`config.mk`:
```
export PLATFORM = sky130hd
export DESIGN_NAME = priority_decoder_seq
export DESIGN_NICKNAME = d
export VERILOG_FILES = /design/src/rtl/priority_decoder_seq.sv
export SDC_FILE = /design/constraint.sdc
export NUM_CORES = 1
export LEC_CHECK = 0
export CAP_MARGIN = 0
export CELL_PAD_IN_SITES_DETAIL_PLACEMENT = 1
export CELL_PAD_IN_SITES_GLOBAL_PLACEMENT = 1
export CORE_UTILIZATION = 34
export CTS_BUF_LIST = sky130_fd_sc_hd__clkbuf_4 sky130_fd_sc_hd__clkbuf_8 sky130_fd_sc_hd__clkbuf_16
export DETAILED_ROUTE_END_ITERATION = 10
export HOLD_SLACK_MARGIN = 0.1
export PLACE_DENSITY_LB_ADDON = 0.1
export SYNTH_ARGS = -nofsm -noshare
export SYNTH_HDL_FRONTEND = slang
export SYNTH_SLANG_ARGS = --single-unit
```
`constraint.sdc`:
```
create_clock -name clk -period 3.5 [get_ports clk]
set_clock_uncertainty 0.2 [all_clocks]
set_input_delay 0.7 -clock clk [delete_from_list [all_inputs] [get_ports clk]]
set_output_delay 0.7 -clock clk [all_outputs]
set_load 0.02 [all_outputs]
```
`src/rtl/priority_decoder_seq.sv`:
```
// priority_decoder_seq
// Decodes a 3-bit index into an MSB-first one-hot byte. Each accepted pattern
// is held on y for HOLD_CYCLES cycles. A new request is taken on the last hold
// cycle, so patterns can stream back-to-back. An abort clears the output at
// once.

module priority_decoder_seq #(
  parameter int HOLD_CYCLES = 4
) (
  input  logic       clk,
  input  logic       rst,
  input  logic       in_valid,
  output logic       in_ready,
  input  logic [2:0] code,
  input  logic       abort,
  output logic [7:0] y,
  output logic       out_valid,
  output logic       busy
);

  localparam int            CW   = $clog2(HOLD_CYCLES + 1);
  localparam logic [CW-1:0] LOAD = CW'(HOLD_CYCLES - 1);
  localparam logic [CW-1:0] ONE  = CW'(1);

  typedef enum logic {
    IDLE = 1'b0,
    HOLD = 1'b1
  } state_t;

  state_t        r_state;
  state_t        w_stateNext;
  logic [CW-1:0] r_cnt;
  logic [CW-1:0] w_cntNext;
  logic [7:0]    r_y;
  logic [7:0]    w_yNext;
  logic [7:0]    w_decoded;
  logic          w_lastCycle;
  logic          w_accept;

  // A request can only be taken when idle or on the final cycle of a hold.
  // This keeps a pattern from being replaced part-way through its hold.
  assign w_lastCycle = (r_cnt == '0);
  assign in_ready    = (r_state == IDLE) || w_lastCycle;
  assign w_accept    = in_valid && in_ready && !abort;

  assign y         = r_y;
  assign out_valid = (r_state == HOLD);
  assign busy      = (r_state == HOLD);

  // MSB-first one-hot decode: code 0 lights bit 7, code 7 lights bit 0.
  always_comb begin
    w_decoded = 8'h00;
    case (code)
      3'd0:    w_decoded = 8'b1000_0000;
      3'd1:    w_decoded = 8'b0100_0000;
      3'd2:    w_decoded = 8'b0010_0000;
      3'd3:    w_decoded = 8'b0001_0000;
      3'd4:    w_decoded = 8'b0000_1000;
      3'd5:    w_decoded = 8'b0000_0100;
      3'd6:    w_decoded = 8'b0000_0010;
      default: w_decoded = 8'b0000_0001;
    endcase
  end

  // Next-state, counter and pattern selection.
  // Abort overrides everything except reset.
  always_comb begin
    w_stateNext = r_state;
    w_cntNext   = r_cnt;
    w_yNext     = r_y;
    if (abort) begin
      w_stateNext = IDLE;
      w_cntNext   = '0;
      w_yNext     = 8'h00;
    end else begin
      case (r_state)
        IDLE: begin
          w_yNext   = 8'h00;
          w_cntNext = '0;
          if (w_accept) begin
            w_stateNext = HOLD;
            w_cntNext   = LOAD;
            w_yNext     = w_decoded;
          end
        end
        HOLD: begin
          if (!w_lastCycle) begin
            w_cntNext = r_cnt - ONE;
          end else if (w_accept) begin
            w_cntNext = LOAD;
            w_yNext   = w_decoded;
          end else begin
            w_stateNext = IDLE;
            w_yNext     = 8'h00;
          end
        end
        default: begin
          w_stateNext = IDLE;
          w_cntNext   = '0;
          w_yNext     = 8'h00;
        end
      endcase
    end
  end

  // State, counter and output pattern registers with synchronous reset.
  always_ff @(posedge clk) begin
    if (rst) begin
      r_state <= IDLE;
      r_cnt   <= '0;
      r_y     <= 8'h00;
    end else begin
      r_state <= w_stateNext;
      r_cnt   <= w_cntNext;
      r_y     <= w_yNext;
    end
  end

endmodule

```
Word level (Yosys, flattened, before mapping)
Cells that the tools add are included.
{"block": "classes", "bitwise_logic": 1, "n_reduce_logical": 7, "eq_ne": 8, "muxes": 11, "add_sub_neg": 1}
{"cell": "$pmux W8 S7", "n": 1}
{"cell": "$mux W8", "n": 2}
{"cell": "$pmux W8 S2", "n": 1}
{"cell": "$eq A3 B3 Y1 const B", "n": 3}
{"cell": "$eq A3 B2 Y1 const B", "n": 2}
{"cell": "$logic_not A3 Y1", "n": 2}
{"cell": "$mux W3", "n": 2}
{"cell": "$pmux W3 S2", "n": 1}
{"cell": "$eq A3 B1 Y1 const B", "n": 1}
{"cell": "$ne A3 B2 Y1 const B", "n": 1}
{"cell": "$sub A3 B1 Y3 const B", "n": 1}
{"cell": "$logic_and A1 B1 Y1", "n": 2}
{"cell": "$mux W1", "n": 2}
{"cell": "$mux W2", "n": 1}
{"cell": "$ne A2 B1 Y1 const B", "n": 1}
{"cell": "$pmux W1 S2", "n": 1}
{"cell": "$reduce_or A2 Y1", "n": 1}
{"cell": "$logic_not A1 Y1", "n": 1}
{"cell": "$logic_or A1 B1 Y1", "n": 1}
{"cell": "$not A1 Y1", "n": 1}
{"block": "word_totals", "out_inout_bits": 11, "regBits": 12, "word_cells": 31, "in_bits": 7}

Logic depth before layout (Yosys ltp)
Gate-level depths: netlist (run 1).
{"block": "logic_depth", "word_depth": 7, "mapped_depth": 5, "depth_no_buf": 5}

Worst setup path after synthesis (run 1)
OpenSTA, ideal clock, no wires.
{"block": "synth_timing", "kind": "flip-flop to output port", "from": "reg r_cnt[0]", "to": "out in_ready", "arrival_time_ns": 0.994, "setup_slack_ns": 1.606, "required_ns": 2.600, "path_buffers": 0, "stages_incl_launch_ff": 5, "cell_sequence": "dfxtp_1 inv_1 ha_1 or2b_1 nand2_1"}
{"block": "synth_between", "elab_chain_cells": 2}
{"item": "from (decl)", "line_no": "32", "source": "logic [CW-1:0] r_cnt;"}
{"item": "from (signal assigned)", "line_no": "114", "source": "r_cnt <= w_cntNext;"}
{"item": "$logic_not A3 Y1", "line_no": "42", "source": "assign w_lastCycle = (r_cnt == '0);"}
{"item": "$logic_or A1 B1 Y1", "line_no": "43", "source": "assign in_ready = (r_state == IDLE) || w_lastCycle;"}
{"item": "to (decl)", "line_no": "13", "source": "output logic in_ready,"}
Every way passes these cells.

Worst setup path after layout (run 1)
Ends and elaborated chain as after synthesis.

==> metrics.txt, run 1 <==
Hold EP y[4]$_SDFFE_PP0P_; Final #Nets 79; core area between 1000 and 1500 um^2; critical-path cell list inv_1, ha_1, or2b_1, nand2_1, clkdlybuf4s50_1; GRT overflow 0; register bit count reported by yosys 12; Post-Route WL approximately 1.2 mm; Finished Core Util 0.542; final setup vio count 0; area delta synth->final 40.3%; area occupied by multi-input gates roughly 260 um^2; Final Max Tran Viols 0; storage element area roughly 240 um^2; period utilization 0.796; Post-Synthesis Cell Area about 530 um^2; CP max stage cell clkdlybuf4s50_1; First-pass DRT Iterations 4; initial antenna violation count 0; Pint ~0.21 mW; Die ar. 1710 um^2; status finished, final reports clean; 1st-iter DRT viols 18; Worst Path Required around 2.6 ns; Gate Count Post-Synth 50; Fillers 156; Comb power frac 0.100; antenna-violating nets left 0; Worst EP arrival around 1.9 ns; ANT cells 0; switching share of power 0.231; r2r endpoint y[1]$_SDFFE_PP0P_; Critical Path Source Type flip-flop; startpoint of the worst hold path y[4]$_SDFFE_PP0P_; GRT Resource Usage Total 0.157; Pleak approximately 0.27 nW; Vias/cell roughly 5.4; most frequent cells in the layout clkdlybuf4s50_1, dfxtp_1, a22o_1; minimum clock period after layout between 2 and 3 ns; Reg power frac 0.499; CTS buffer count 3; Clock Latency Late Sink about 0.27 ns; Peak Freq 359 MHz; Setup TNS 0 ns; clk buf depth 2; CTS H-Tree Depth 1; Site Rows 13; Final Hold Viols 0; DR vias roughly 460; post-CTS setup buffer count 0; Worst Hold Depth 1; Final Power approximately 0.28 mW; commonest non-fill, non-tap cell in the layout clkdlybuf4s50_1; die height slightly above 40 um; vias in the first global route 460; YS warnings 0; largest net degree at the start of global routing 10; post-CTS sizing 0; FF-to-FF path depth 5; RSZ-0062 raised after global routing false; Min-Delay Path Class flip-flop to flip-flop; post-synthesis sequential area ratio 0.455; die span in x a little over 40 um; CTS root buffer clkbuf_4; clock power share 0.400; PwrDens 377 nW/um^2; Slew headroom 0.724; worst slew pin tran 0.408 ns; Synth Net Count 59; first-pass GRT wire length 2.08 mm; Reg clk slew, reported paths approximately 0.08 ns; Netlist cell types 27; Sink Count 12; Synth Area per Inst about 11 um^2; Crit Path Category flip-flop to output pin; Max Cap Viol 0; routed length per instance roughly 14 um; reg2reg start r_cnt[0]$_SDFFE_PP0P_; Initial Util 0.386; share of cells above drive strength 1 0.130; CP endpoint kind output pin; IO buf count 17; CP Max Fanout 4; flop2flop setup slack approximately 1.7 ns; Final GP Congestion between 0.7 and 0.8; Residual DRC 0; CTS tree built; Max rail drop VDD about 0.00027 V; Sw Pwr 0.0647 mW; dpl hpwl 897 um; CP peak stage delay between 0.6 and 0.7 ns; number of hold buffers added after CTS 0; # IOs 18
[cells by family after synthesis]
logic type / share of synthesized area
fa+ha+maj: 0.0474
compound gates: 0.246
simple gates: 0.182
xor+xnor: 0.0166
flops: 0.455
buf+inv: 0.0521
[sequential cells by signal, summed over array words and instances (netlist names)]
name	flops
r_cnt	3
y	8
busy	1
[power groups by stage]
stage               combinational [mW]  sequential (mW)  clock, mW
floorplan                       0.0139            0.143          0
global placement                0.0274            0.143          0
detailed placement              0.0278            0.143          0
CTS                             0.0282            0.139      0.113
global route                    0.0303            0.140      0.120
finish                          0.0280            0.139      0.112
[synth_stat cells (all sizes together)]
library cell / instances / share of area
xnor2: 1 / 0.017
ha: 2 / 0.047
a21oi: 1 / 0.0095
or2: 1 / 0.012
nand2: 1 / 0.0071
nor3: 4 / 0.059
dfxtp: 12 / 0.45
buf: 2 / 0.024
a21o: 1 / 0.017
or3: 1 / 0.012
a32o: 2 / 0.038
a22o: 6 / 0.10
nor3b: 1 / 0.014
inv: 4 / 0.028
nand4: 1 / 0.012
nor2: 1 / 0.0071
a31oi: 1 / 0.012
and2b: 1 / 0.014
nand2b: 1 / 0.012
nor4bb: 1 / 0.019
or2b: 1 / 0.014
o21ai: 1 / 0.0095
a211oi: 3 / 0.062
[metrics by stage]
stage / area [um^2] / instances / setup WS [ns] / hold WS [ns]
2_1_floorplan: 528 / 50 / 1.61 / 0.269
3_3_place_gp: 704 / 80 / 1.05 / 0.255
3_5_place_dp: 704 / 80 / 1.02 / 0.269
4_1_cts: 741 / 84 / 0.696 / 0.291
5_1_grt: 741 / 84 / 0.618 / 0.313
6_report: 741 / 84 / 0.716 / 0.284
[layer usage]
| layer | global-route usage | vias up | share of wire |
|---|---|---|---|
| met2 | 0.238 | 18 | 0.45 |
| met4 | 0.0581 | 0 | 0.0084 |
| met5 | 0 | - | 0 |
| li1 | - | 227 | - |
| met1 | 0.214 | 208 | 0.48 |
| met3 | 0.0435 | 2 | 0.062 |
[layout make-up]
type / count / share of cell area
clock buffer: 4 / 0.0490
inverter: 4 / 0.0203
timing repair buffer: 17 / 0.230
sequential: 12 / 0.324
tap: 15 / 0.0253
multi-input combinational: 32 / 0.351
[worst max-delay path, delay by kind of cell (launching register included)]
kind | cells | cell delay (ns)
fa+ha+maj | 1 | 0.16
simple gates | 2 | 0.42
buf+inv | 2 | 0.71
flops | 1 | 0.32
[worst max-delay path by stage]
stage / start / endpoint / slack (ns) / cells past startpoint
floorplan: r_cnt[0]$_SDFFE_PP0P_ / in_ready / 1.61 / 4
global placement: r_cnt[0]$_SDFFE_PP0P_ / in_ready / 1.05 / 5
detailed placement: r_cnt[0]$_SDFFE_PP0P_ / in_ready / 1.02 / 5
CTS: r_cnt[0]$_SDFFE_PP0P_ / in_ready / 0.70 / 5
global route: r_cnt[0]$_SDFFE_PP0P_ / in_ready / 0.62 / 5
finish: r_cnt[0]$_SDFFE_PP0P_ / in_ready / 0.72 / 5
No activity file was read; power rests on OpenSTA's default activity.
==> run 2: changes to the inputs <==
--- a/config.mk
+++ b/config.mk
@@ -8,7 +8,7 @@
 export CAP_MARGIN = 0
 export CELL_PAD_IN_SITES_DETAIL_PLACEMENT = 1
 export CELL_PAD_IN_SITES_GLOBAL_PLACEMENT = 1
-export CORE_UTILIZATION = 34
+export CORE_UTILIZATION = 31
 export CTS_BUF_LIST = sky130_fd_sc_hd__clkbuf_4 sky130_fd_sc_hd__clkbuf_8 sky130_fd_sc_hd__clkbuf_16
 export DETAILED_ROUTE_END_ITERATION = 10
 export HOLD_SLACK_MARGIN = 0.1
==> constraint.sdc (replaced) <==
create_clock -name clk -period 2.9 [get_ports clk]
set_clock_uncertainty 0.2 [all_clocks]
set_input_delay 0.58 -clock clk [delete_from_list [all_inputs] [get_ports clk]]
set_output_delay 0.58 -clock clk [all_outputs]
set_load 0.02 [all_outputs]
==> run 2 against run 1 <==
Effect of this change:
- first-iteration DRC count fell by 50%
- wire length up 0.42%
- combinational power up 20%
- hold slack worse by 0.0070 ns
- critical path depth did not move
- power up 20%
- sequential cell count stayed put
- clock power rose by 20%
- non-clock buffer count stayed put
- largest cell class unchanged
==> metrics.txt, run 2 (synthesized netlist as in run 1, its figures left out) <==
RSZ-0062 raised after global routing false; period utilization 0.921; GRT Resource Usage Total 0.147; post-CTS setup buffer count 0; Vias/cell roughly 5.3; Fillers about 180; Post-Route WL about 1.2 mm; CP Max Fanout 4; Peak Freq 374 MHz; CP max stage cell clkdlybuf4s50_1; Min-Delay Path Class flip-flop to flip-flop; CTS buffer count 3; largest net degree at the start of global routing 10; Final Instance Area approximately 740 um^2; post-CTS sizing 0; Final Max Tran Viols 0; share of cells above drive strength 1 0.130; minimum clock period after layout between 2 and 3 ns; CTS H-Tree Depth 1; Pleak 0.271 nW; vias in the first global route around 440; Clock Latency Late Sink 0.27 ns; Max Cap Viol 0; CP peak stage delay between 0.6 and 0.7 ns; Sink Count 12; ANT cells 0; GRT overflow 0; Final Non-Filler Cells 85; final setup vio count 0; CP endpoint kind output pin; die height about 43 um; status finished, final reports clean; IO buf count 17; antenna-violating nets left 0; Setup TNS 0 ns; Crit Path Category flip-flop to output pin; CTS root buffer clkbuf_4; critical-path cell list inv_1, ha_1, or2b_1, nand2_1, clkdlybuf4s50_1; First-pass DRT Iterations 4; startpoint of the worst hold path y[1]$_SDFFE_PP0P_; Slew headroom 0.741; die span in x 43.3 um; # IOs 18; clk buf depth 2; placed insts around 80; first-pass GRT wire length slightly above 2 mm; Die ar. 1870 um^2; CTS tree built; Final #Nets just under 80; PwrDens 453 nW/um^2; Initial Util 0.343; Placement Cell Area 706 um^2; number of hold buffers added after CTS 0; initial antenna violation count 0; routed length per instance ~14 um; Worst EP arrival approximately 1.9 ns; Final Hold Viols 0; reg2reg start r_cnt[0]$_SDFFE_PP0P_; DR vias approximately 450; Final GP Congestion 0.670; worst setup path startpoint r_cnt[0]$_SDFFE_PP0P_; max reg flops 8; Worst Path Required roughly 2.1 ns; 1st-iter DRT viols 9; Critical Path Source Type flip-flop; most frequent cells in the layout clkdlybuf4s50_1, dfxtp_1, a22o_1; commonest non-fill, non-tap cell in the layout clkdlybuf4s50_1; worst slew pin tran 0.383 ns; Max rail drop VDD roughly 0.00025 V; core area approximately 1500 um^2; Reg clk slew, reported paths around 0.080 ns; dpl hpwl about 860 um; Residual DRC 0; Site Rows 14; area delta synth->final 40.5%
[run 2: layout make-up]
type / instances / area, um^2 / share of cell area
Multi-Input combinational cell: 32 / 260 / 0.351
Tap cell: 16 / 20.0 / 0.0270
Sequential cell: 12 / 240 / 0.324
Inverter: 4 / 15.0 / 0.0202
Timing Repair Buffer: 17 / 170 / 0.229
Clock buffer: 4 / 36.3 / 0.0489
[run 2: metal layers]
layer  track usage  part of all wire  vias to the layer above
li1              -                 -                      224
met1         0.195              0.49                      214
met2         0.218              0.46                       11
met3        0.0511             0.048                        2
met4        0.0545            0.0067                        0
met5             0                 0                        -
[run 2: stage by stage]
step / util / worst slack, ns / total power [mW] / hold WS, ns
global route: 0.481 / 0.145 / 0.350 / 0.302
detailed placement: 0.458 / 0.546 / 0.206 / 0.258
global placement: 0.458 / 0.569 / 0.206 / 0.263
finish: 0.481 / 0.228 / 0.336 / 0.277
floorplan: - / 1.13 / 0.190 / 0.269
CTS: 0.481 / 0.219 / 0.340 / 0.281
[run 2: power breakdown]
| part | internal, mW | switching (mW) |
|---|---|---|
| clock | 0.0762 | 0.0578 |
| combinational | 0.0164 | 0.0171 |
| sequential | 0.166 | 0.00183 |
| total | 0.259 | 0.0767 |
[run 2: path summary, 6_finish.rpt]
kind | end | slack, ns | depth (start not counted)
setup / recovery | in_ready | 0.23 | 5
hold / removal | y[1]$_SDFFE_PP0P_ | 0.28 | 1
setup reg to reg | y[5]$_SDFFE_PP0P_ | 1.18 | 5
hold reg to reg | y[1]$_SDFFE_PP0P_ | 0.28 | 1
[run 2: critical path, delay by kind of cell (launching register included)]
family | cells | cell delay [ns]
buffers and inverters | 2 | 0.71
and+or+nand+nor | 2 | 0.43
adders and majority gates | 1 | 0.17
DFF | 1 | 0.31
